### config.mk
export PLATFORM = sky130hd
export DESIGN_NAME = decoder_scan_seq
export DESIGN_NICKNAME = d
export VERILOG_FILES = /design/src/rtl/decoder_scan_seq_pkg.sv /design/src/rtl/decoder_scan_seq_dwell_timer.sv /design/src/rtl/decoder_scan_seq.sv
export SDC_FILE = /design/constraint.sdc
export NUM_CORES = 1
export LEC_CHECK = 0
export CAP_MARGIN = 30
export CORE_MARGIN = 3
export CORE_UTILIZATION = 35
export CTS_CLUSTER_SIZE = 24
export DETAILED_ROUTE_END_ITERATION = 10
export PLACE_DENSITY_LB_ADDON = 0.25
export SLEW_MARGIN = 20
export SYNTH_ARGS = -nofsm -noshare
export SYNTH_HDL_FRONTEND = slang
export SYNTH_SLANG_ARGS = --single-unit
### constraint.sdc
create_clock -name clk -period 5.6 [get_ports clk]
set_input_delay 1.4 -clock clk [delete_from_list [all_inputs] [get_ports clk]]
set_output_delay 1.4 -clock clk [all_outputs]
set_load 0.005 [all_outputs]
### src/rtl/decoder_scan_seq_pkg.sv
// Shared types and helpers for the scan/direct one-hot decoder.
package dsd_pkg;

    typedef enum logic [1:0] {
        ST_OFF    = 2'd0,
        ST_DIRECT = 2'd1,
        ST_SCAN   = 2'd2
    } state_t;

    localparam int unsigned MAX_SEL_W = 5;

    // One-hot of sel, limited to the 2**sel_w lines that exist for this width.
    function automatic logic [31:0] onehot(input logic [MAX_SEL_W-1:0] sel,
                                           input int unsigned sel_w);
        logic [31:0] res;
        res = '0;
        if (int'(sel) < (1 << sel_w)) begin
            res[sel] = 1'b1;
        end
        return res;
    endfunction

endpackage

### src/rtl/decoder_scan_seq_dwell_timer.sv
// Per-line dwell counter: counts cycles spent on a line, flags when the hold is done.
module dwell_timer #(
    parameter int DWELL_W = 8
) (
    input  logic               clk,
    input  logic               rst,
    input  logic               clr,
    input  logic               inc,
    input  logic [DWELL_W-1:0] dwell,
    output logic               term
);

    logic [DWELL_W-1:0] cnt;

    // >= rather than == so that lowering dwell below cnt ends the hold at once.
    assign term = (cnt >= dwell);

    // Counter: clear wins, otherwise count up and restart after the terminal cycle.
    always_ff @(posedge clk or posedge rst) begin
        if (rst) begin
            cnt <= '0;
        end else if (clr) begin
            cnt <= '0;
        end else if (inc) begin
            if (term) begin
                cnt <= '0;
            end else begin
                cnt <= cnt + 1'b1;
            end
        end
    end

endmodule

### src/rtl/decoder_scan_seq.sv
// Registered SEL_W-to-2**SEL_W one-hot decoder with direct and auto-scan modes.
module decoder_scan_seq
    import dsd_pkg::*;
#(
    parameter int SEL_W     = 2,
    parameter int DWELL_W   = 8,
    parameter int OUT_ACT_L = 0
) (
    input  logic                  clk,
    input  logic                  rst,
    input  logic                  en_n,
    input  logic                  mode,
    input  logic [SEL_W-1:0]      sel,
    input  logic [DWELL_W-1:0]    dwell,
    output logic [(1<<SEL_W)-1:0] d_out,
    output logic [SEL_W-1:0]      idx,
    output logic                  active,
    output logic                  wrap
);

    localparam int N = 1 << SEL_W;
    localparam logic [N-1:0] IDLE = (OUT_ACT_L != 0) ? '1 : '0;

    state_t             state_q, state_d;
    logic [SEL_W-1:0]   idx_d;
    logic               active_d;
    logic               wrap_d;
    logic [31:0]        oh_full;
    logic [N-1:0]       d_out_d;
    logic               tmr_clr;
    logic               tmr_inc;
    logic               tmr_term;

    dwell_timer #(
        .DWELL_W (DWELL_W)
    ) u_timer (
        .clk   (clk),
        .rst   (rst),
        .clr   (tmr_clr),
        .inc   (tmr_inc),
        .dwell (dwell),
        .term  (tmr_term)
    );

    // Next state and next registered outputs; priority en_n > mode change > advance.
    always_comb begin
        state_d  = state_q;
        idx_d    = idx;
        active_d = 1'b1;
        wrap_d   = 1'b0;
        tmr_clr  = 1'b1;
        tmr_inc  = 1'b0;
        if (en_n) begin
            state_d  = ST_OFF;
            idx_d    = '0;
            active_d = 1'b0;
        end else begin
            case (state_q)
                ST_OFF, ST_DIRECT: begin
                    if (mode) begin
                        state_d = ST_SCAN;
                        idx_d   = '0;
                    end else begin
                        state_d = ST_DIRECT;
                        idx_d   = sel;
                    end
                end
                ST_SCAN: begin
                    if (!mode) begin
                        state_d = ST_DIRECT;
                        idx_d   = sel;
                    end else begin
                        tmr_clr = 1'b0;
                        tmr_inc = 1'b1;
                        if (tmr_term) begin
                            idx_d  = idx + 1'b1;
                            wrap_d = (idx == SEL_W'(N - 1));
                        end
                    end
                end
                default: begin
                    state_d  = ST_OFF;
                    idx_d    = '0;
                    active_d = 1'b0;
                end
            endcase
        end
        oh_full = onehot(MAX_SEL_W'(idx_d), SEL_W);
        d_out_d = active_d ? (oh_full[N-1:0] ^ IDLE) : IDLE;
    end

    // State register.
    always_ff @(posedge clk or posedge rst) begin
        if (rst) begin
            state_q <= ST_OFF;
        end else begin
            state_q <= state_d;
        end
    end

    // Output registers: blank asynchronously on reset.
    always_ff @(posedge clk or posedge rst) begin
        if (rst) begin
            d_out  <= IDLE;
            idx    <= '0;
            active <= 1'b0;
            wrap   <= 1'b0;
        end else begin
            d_out  <= d_out_d;
            idx    <= idx_d;
            active <= active_d;
            wrap   <= wrap_d;
        end
    end

endmodule

**Word level (Yosys, flattened, before mapping)**

Cells that the tools add are included.

- Register bits: 18
- Word-level logic and storage cells: 47
- Input bits: 14

- $lt $le $gt $ge: 3
- Multiplexer cells: 27
- Equality and inequality tests: 4
- Reduce and logical (&&, ||, !) cells: 5
- Add/sub/neg operators: 2

Operators by type and width:

| cell | count |
|---|---|
| two-way mux 8 bit | 3 |
| two-way mux 2 bit | 7 |
| two-way mux 1 bit | 13 |
| adder 8 x 1 -> 8 bit, second input constant | 1 |
| >= comparator 8 bit | 1 |
| case mux 2 bit (2 select lines) | 2 |
| < comparator 2 x 6 -> 1 bit, second input constant | 1 |
| == test 2 bit, second input constant | 2 |
| two-way mux 4 bit | 1 |
| != test 3 bit, second input constant | 1 |
| OR reduction 3 bit | 1 |
| adder 2 x 1 -> 2 bit, second input constant | 1 |
| demux 1 bit (select 2 bit) | 1 |
| == test 2 x 1 -> 1 bit, second input constant | 1 |
| >= comparator 2 x 1 -> 1 bit, second input constant | 1 |
| logical NOT 2 bit | 1 |
| nonzero test 2 bit | 1 |
| OR reduction 2 bit | 1 |
| logical AND 1 bit | 1 |

**Depth between registers and ports, before layout**

- Depth in word-level cells: 10
- Gate-level depth with buffers: 9
- Mapped depth without buffers: 9

**Modules after synthesis**

Synthesis repeated with hierarchy kept, for this count alone.

- Cells, all modules: 112
- Area total of the unflattened synthesis: 1048.5 um^2

By module, submodules not included:

| module | cells an instance | instances | area an instance (um^2) | seq. area each (um^2) |
|---|---|---|---|---|
| dwell_timer | 79 | 1 | 634.4 | 200.2 |
| decoder_scan_seq | 33 | 1 | 414.1 | 250.2 |

**Least setup slack after synthesis**

Ideal clock, no wire load.

- Kind: input port to flip-flop
- Start: input dwell[2]
- End: register d_out[0]
- Data arrival time: 2.804 ns
- Path buffers: 0
- Setup slack: 2.677 ns
- Cell stages on the path: 8
- Data required time: 5.480 ns
- Library setup time: 0.120 ns
- Path through: inv_1 > ha_1 > and3_1 > o21ai_1 > a31o_4 > mux2_4 > and2_4 > and3_1

- Longest elaborated chain between the ends: 10
- Elaborated cells between the ends (all ways): 11
- Those cells by class: order compare: 3; mux: 7; reduce/logical: 1

Ends and longest elaborated chain:

| what | RTL line | RTL |
|---|---|---|
| from (decl) | decoder_scan_seq.sv:14 | `input logic [DWELL_W-1:0] dwell,` |
| >= comparator 8 bit * | decoder_scan_seq_dwell_timer.sv:16 | `assign term = (cnt >= dwell);` |
| two-way mux 2 bit * | decoder_scan_seq.sv:75 | `if (tmr_term) begin` |
| two-way mux 2 bit * | decoder_scan_seq.sv:69 | `if (!mode) begin` |
| case mux 2 bit (2 select lines) * | decoder_scan_seq.sv:58 | `case (state_q)` |
| two-way mux 2 bit * | decoder_scan_seq.sv:53 | `if (en_n) begin` |
| < comparator 2 x 6 -> 1 bit (not written as such) / >= comparator 2 x 1 -> 1 bit (equally long branches) | decoder_scan_seq_pkg.sv:18 | `res[sel] = 1'b1;` |
| logical AND 1 bit (not written as such) | decoder_scan_seq_pkg.sv:18 |  |
| two-way mux 1 bit (not written as such) | decoder_scan_seq_pkg.sv:18 |  |
| demux 1 bit (select 2 bit) * | decoder_scan_seq_pkg.sv:18 |  |
| two-way mux 4 bit * | decoder_scan_seq.sv:89 | `d_out_d = active_d ? (oh_full[N-1:0] ^ IDLE) : IDLE;` |
| net d_out_d[0] | decoder_scan_seq.sv:29 | `logic [N-1:0] d_out_d;` |
| to (signal assigned) | decoder_scan_seq.sv:109 | `d_out <= d_out_d;` |
| to (decl) | decoder_scan_seq.sv:15 | `output logic [(1<<SEL_W)-1:0] d_out,` |

Mark *: on every way through the listed nets, which the timed path passes. The rest lies on a longest branch.
A chain may end at the register's enable or synchronous reset.

**Worst setup path after layout**

- Start: input dwell[1]
- End: register d_out[0]

Same word-level chain as after synthesis.

==> results.sh <==
export IMPL_ctsResizeCount=0
export IMPL_cts_clk_slew_worst_paths_ns=0.09
export IMPL_htreeDepth=1
export IMPL_drc=0
export IMPL_worstRegToRegCells=7
export IMPL_seqCellArea_sq_um=450
export IMPL_wl_microns=1620
export IMPL_cts_num_sinks=18
export IMPL_crit_chain="clkdlybuf4s50_1, inv_1, ha_1, nor2b_1, o211ai_1, a31o_4, mux2_4, and2_4, and3_1"
export IMPL_post_synth_top_area_cell="dfrtp_1"
export IMPL_clock_fmax_ghz=0.319
export IMPL_synth_area_sq_um=961
export IMPL_fin_util_pct=48.4
export IMPL_cpMaxStageDelayCell="clkdlybuf4s50_1"
export IMPL_min_period_ns=3.14
export IMPL_grt_use_total_pct=11.5
export IMPL_crit_type="input pin to flip-flop"
export IMPL_power_total_mw=0.224
export IMPL_r2r_start="u_timer.cnt[2]"
export IMPL_slowest_delay_ns=0.45
export IMPL_grt_pass1_wl_microns=2900
export IMPL_peakVddDrop_v=0.000164
export IMPL_viasPerCell=4.65
export IMPL_rr_endpoint="d_out[0]"
export IMPL_crit_fanout=4
export IMPL_placed_cells_incl_taps=147
export IMPL_cts_setup_buffers=0
export IMPL_min_period_over_period_pct=56.0
export IMPL_yosys_register_bits=18
export IMPL_final_max_slew_violation_count=0
export IMPL_layoutNonFillerInstCount=150
export IMPL_clock_latency_ns=0.29
export IMPL_io_pins=22
export IMPL_hold_end="active"
export IMPL_die_w_microns=58.4
export IMPL_tightest_slew_ns=0.650
export IMPL_synth_nets=120
export IMPL_multi_input_area_sq_um=462
export IMPL_drt_wirelength_per_cell_microns=10.8
export IMPL_tns_ns=0
export IMPL_postPlaceCellArea_sq_um=1210
export IMPL_syn2layout_area_growth_pct=28.1
export IMPL_ys_warn_count=0
export IMPL_cts_made_buffers=3
export IMPL_synthArstFlopShare_pct=100
export IMPL_yosys_top_cells_area="dfrtp_1 47%, ha_1 13%, inv_1 5.1%"
export IMPL_n_fill_cell=258
export IMPL_antenna_cells=0
export IMPL_synth_cells=96
export IMPL_dieArea_sq_um=3410
export IMPL_critPathRequiredTime_ns=5.78
export IMPL_dr_first_iter_drc_count=15
export IMPL_max_slew_margin_pct=56.6
export IMPL_rows=18
export IMPL_rsz0062_at_grt="no"
export IMPL_yosys_area_top_type_share_pct=46.9
export IMPL_maxCapViolations=0
export IMPL_nNetsFinal=146
export IMPL_grt_pass1_vias=689
export IMPL_detail_route_antenna_nets=0
export IMPL_postCtsHoldBufs=0
export IMPL_synth_sequential_area_ratio_pct=46.9
export IMPL_status="finished, final reports clean"
export IMPL_vias=697
export IMPL_cp_start_kind="input pin"
export IMPL_finClkSkew_ns=0.00197
export IMPL_hold_viol_final=0
export IMPL_avgSynthCellArea_sq_um=10.0
export IMPL_cts_buffer_depth=2
export IMPL_cts_tree="done"
export IMPL_core_area_sq_um=2540
export IMPL_cp_data_arrival_time_ns=3.32
export IMPL_grt_max_degree=19
export IMPL_synth_cell_types=27
export IMPL_cellPowerDensity_nw_per_um2=182
export IMPL_rrSetupSlack_ns=3.60
export IMPL_antenna_found_initial=0
export IMPL_start_util_pct=37.8
export IMPL_worstHoldStart="state_q[0]"
export IMPL_synth_edf_count=0
export IMPL_leakagePower_nw=0.590
export IMPL_whs_path_depth=1
export IMPL_gr_total_overflow=0
export IMPL_endpoint_kind="flip-flop"
export IMPL_synth_ff_type="dfrtp_1"
export IMPL_final_area_sq_um=1230
export IMPL_drive_gt1_share_pct=8.33
export IMPL_globalplace_congestion=0.748
export IMPL_hold_path_class="flip-flop to flip-flop"
export IMPL_finalSetupViolations=0
export IMPL_die_h_microns=58.4
export IMPL_drt_pass1_iter_count=4
export IMPL_cts_root_buffer="clkbuf_4"
export IMPL_numPortBuffers=21
export IMPL_post_dp_hpwl_microns=1340
[cell usage in the layout (no fill, tap or decap), types with 2 or more instances in the layout]
master and count:
clkdlybuf4s50_1 21, nand3_1 7, ha_1 10, nand2_1 6, xnor2_1 2, inv_1 13
xor2_1 4, a21oi_1 5, nor2_1 12, clkbuf_4 3, dfrtp_1 18, and3_1 2
[how the worst max path moves through the flow]
stage                         from        to  slack (ns)  cells after the start
after floorplan           dwell[2]  d_out[0]        2.68                      8
after global placement    dwell[2]  d_out[0]        2.16                      9
after detailed placement  dwell[1]  d_out[0]        2.14                      9
after CTS                 dwell[1]  d_out[0]        2.46                      9
after global routing      dwell[1]  d_out[0]        2.40                      9
final                     dwell[1]  d_out[0]        2.46                      9
[stage by stage]
| step | hold slack, ns | worst slack, ns |
|---|---|---|
| 2_1_floorplan | 0.438 | 2.68 |
| 3_3_place_gp | 0.477 | 2.16 |
| 3_5_place_dp | 0.489 | 2.14 |
| 4_1_cts | 0.502 | 2.46 |
| 5_1_grt | 0.545 | 2.40 |
| 6_report | 0.486 | 2.46 |
[power by group]
part,internal [mW],total (mW),leakage (nW),switching [mW]
sequential,0.133,0.135,0.244,0.00157
combinational,0.0168,0.0278,0.333,0.0109
clock,0.0250,0.0611,0.0138,0.0361
[synthesized netlist by cell type, drive strengths merged (2+ instances only)]
cell,number
a21oi,5
and2,2
and3,2
dfrtp,18
ha,10
inv,13
nand2,6
nand3,7
nor2,13
o21ai,2
xnor2,2
xor2,4
[state kept, by name, summed over array words and instances, names as in the netlist]
signal,cells
u_timer.cnt,8
d_out,4
idx,2
state_q,2
active,1
wrap,1
[per-layer routing]
layer	vias up	routed length (microns)	track usage, %
met3	4	69	4.61
met2	9	786	17.2
met4	0	27	4.97
met1	318	740	14.5
met5	-	0	0
li1	366	-	-
[cells by family after synthesis]
group	after synthesis	share of synthesized area, %
compound gates	10	7.03
xor+xnor	6	5.47
fa+ha+maj	10	13.0
buf+inv	13	5.08
flops	18	46.9
mux	2	2.60
simple gates	37	19.9
[worst max-delay path, delay by kind of cell]
family | cells | cell delay, ns
AOI/OAI and AO/OA | 2 | 0.39
adders and majority gates | 1 | 0.29
buffers and inverters | 2 | 0.49
muxes | 1 | 0.30
and+or+nand+nor | 3 | 0.45
[layout make-up]
cell class / instances / share of cell area (%)
Clock buffer: 3 / 1.83
Inverter: 13 / 3.96
Multi-Input combinational cell: 65 / 37.5
Sequential cell: 18 / 36.6
Tap cell: 30 / 3.05
Timing Repair Buffer: 21 / 17.1
No activity file was read; power rests on OpenSTA's default activity.
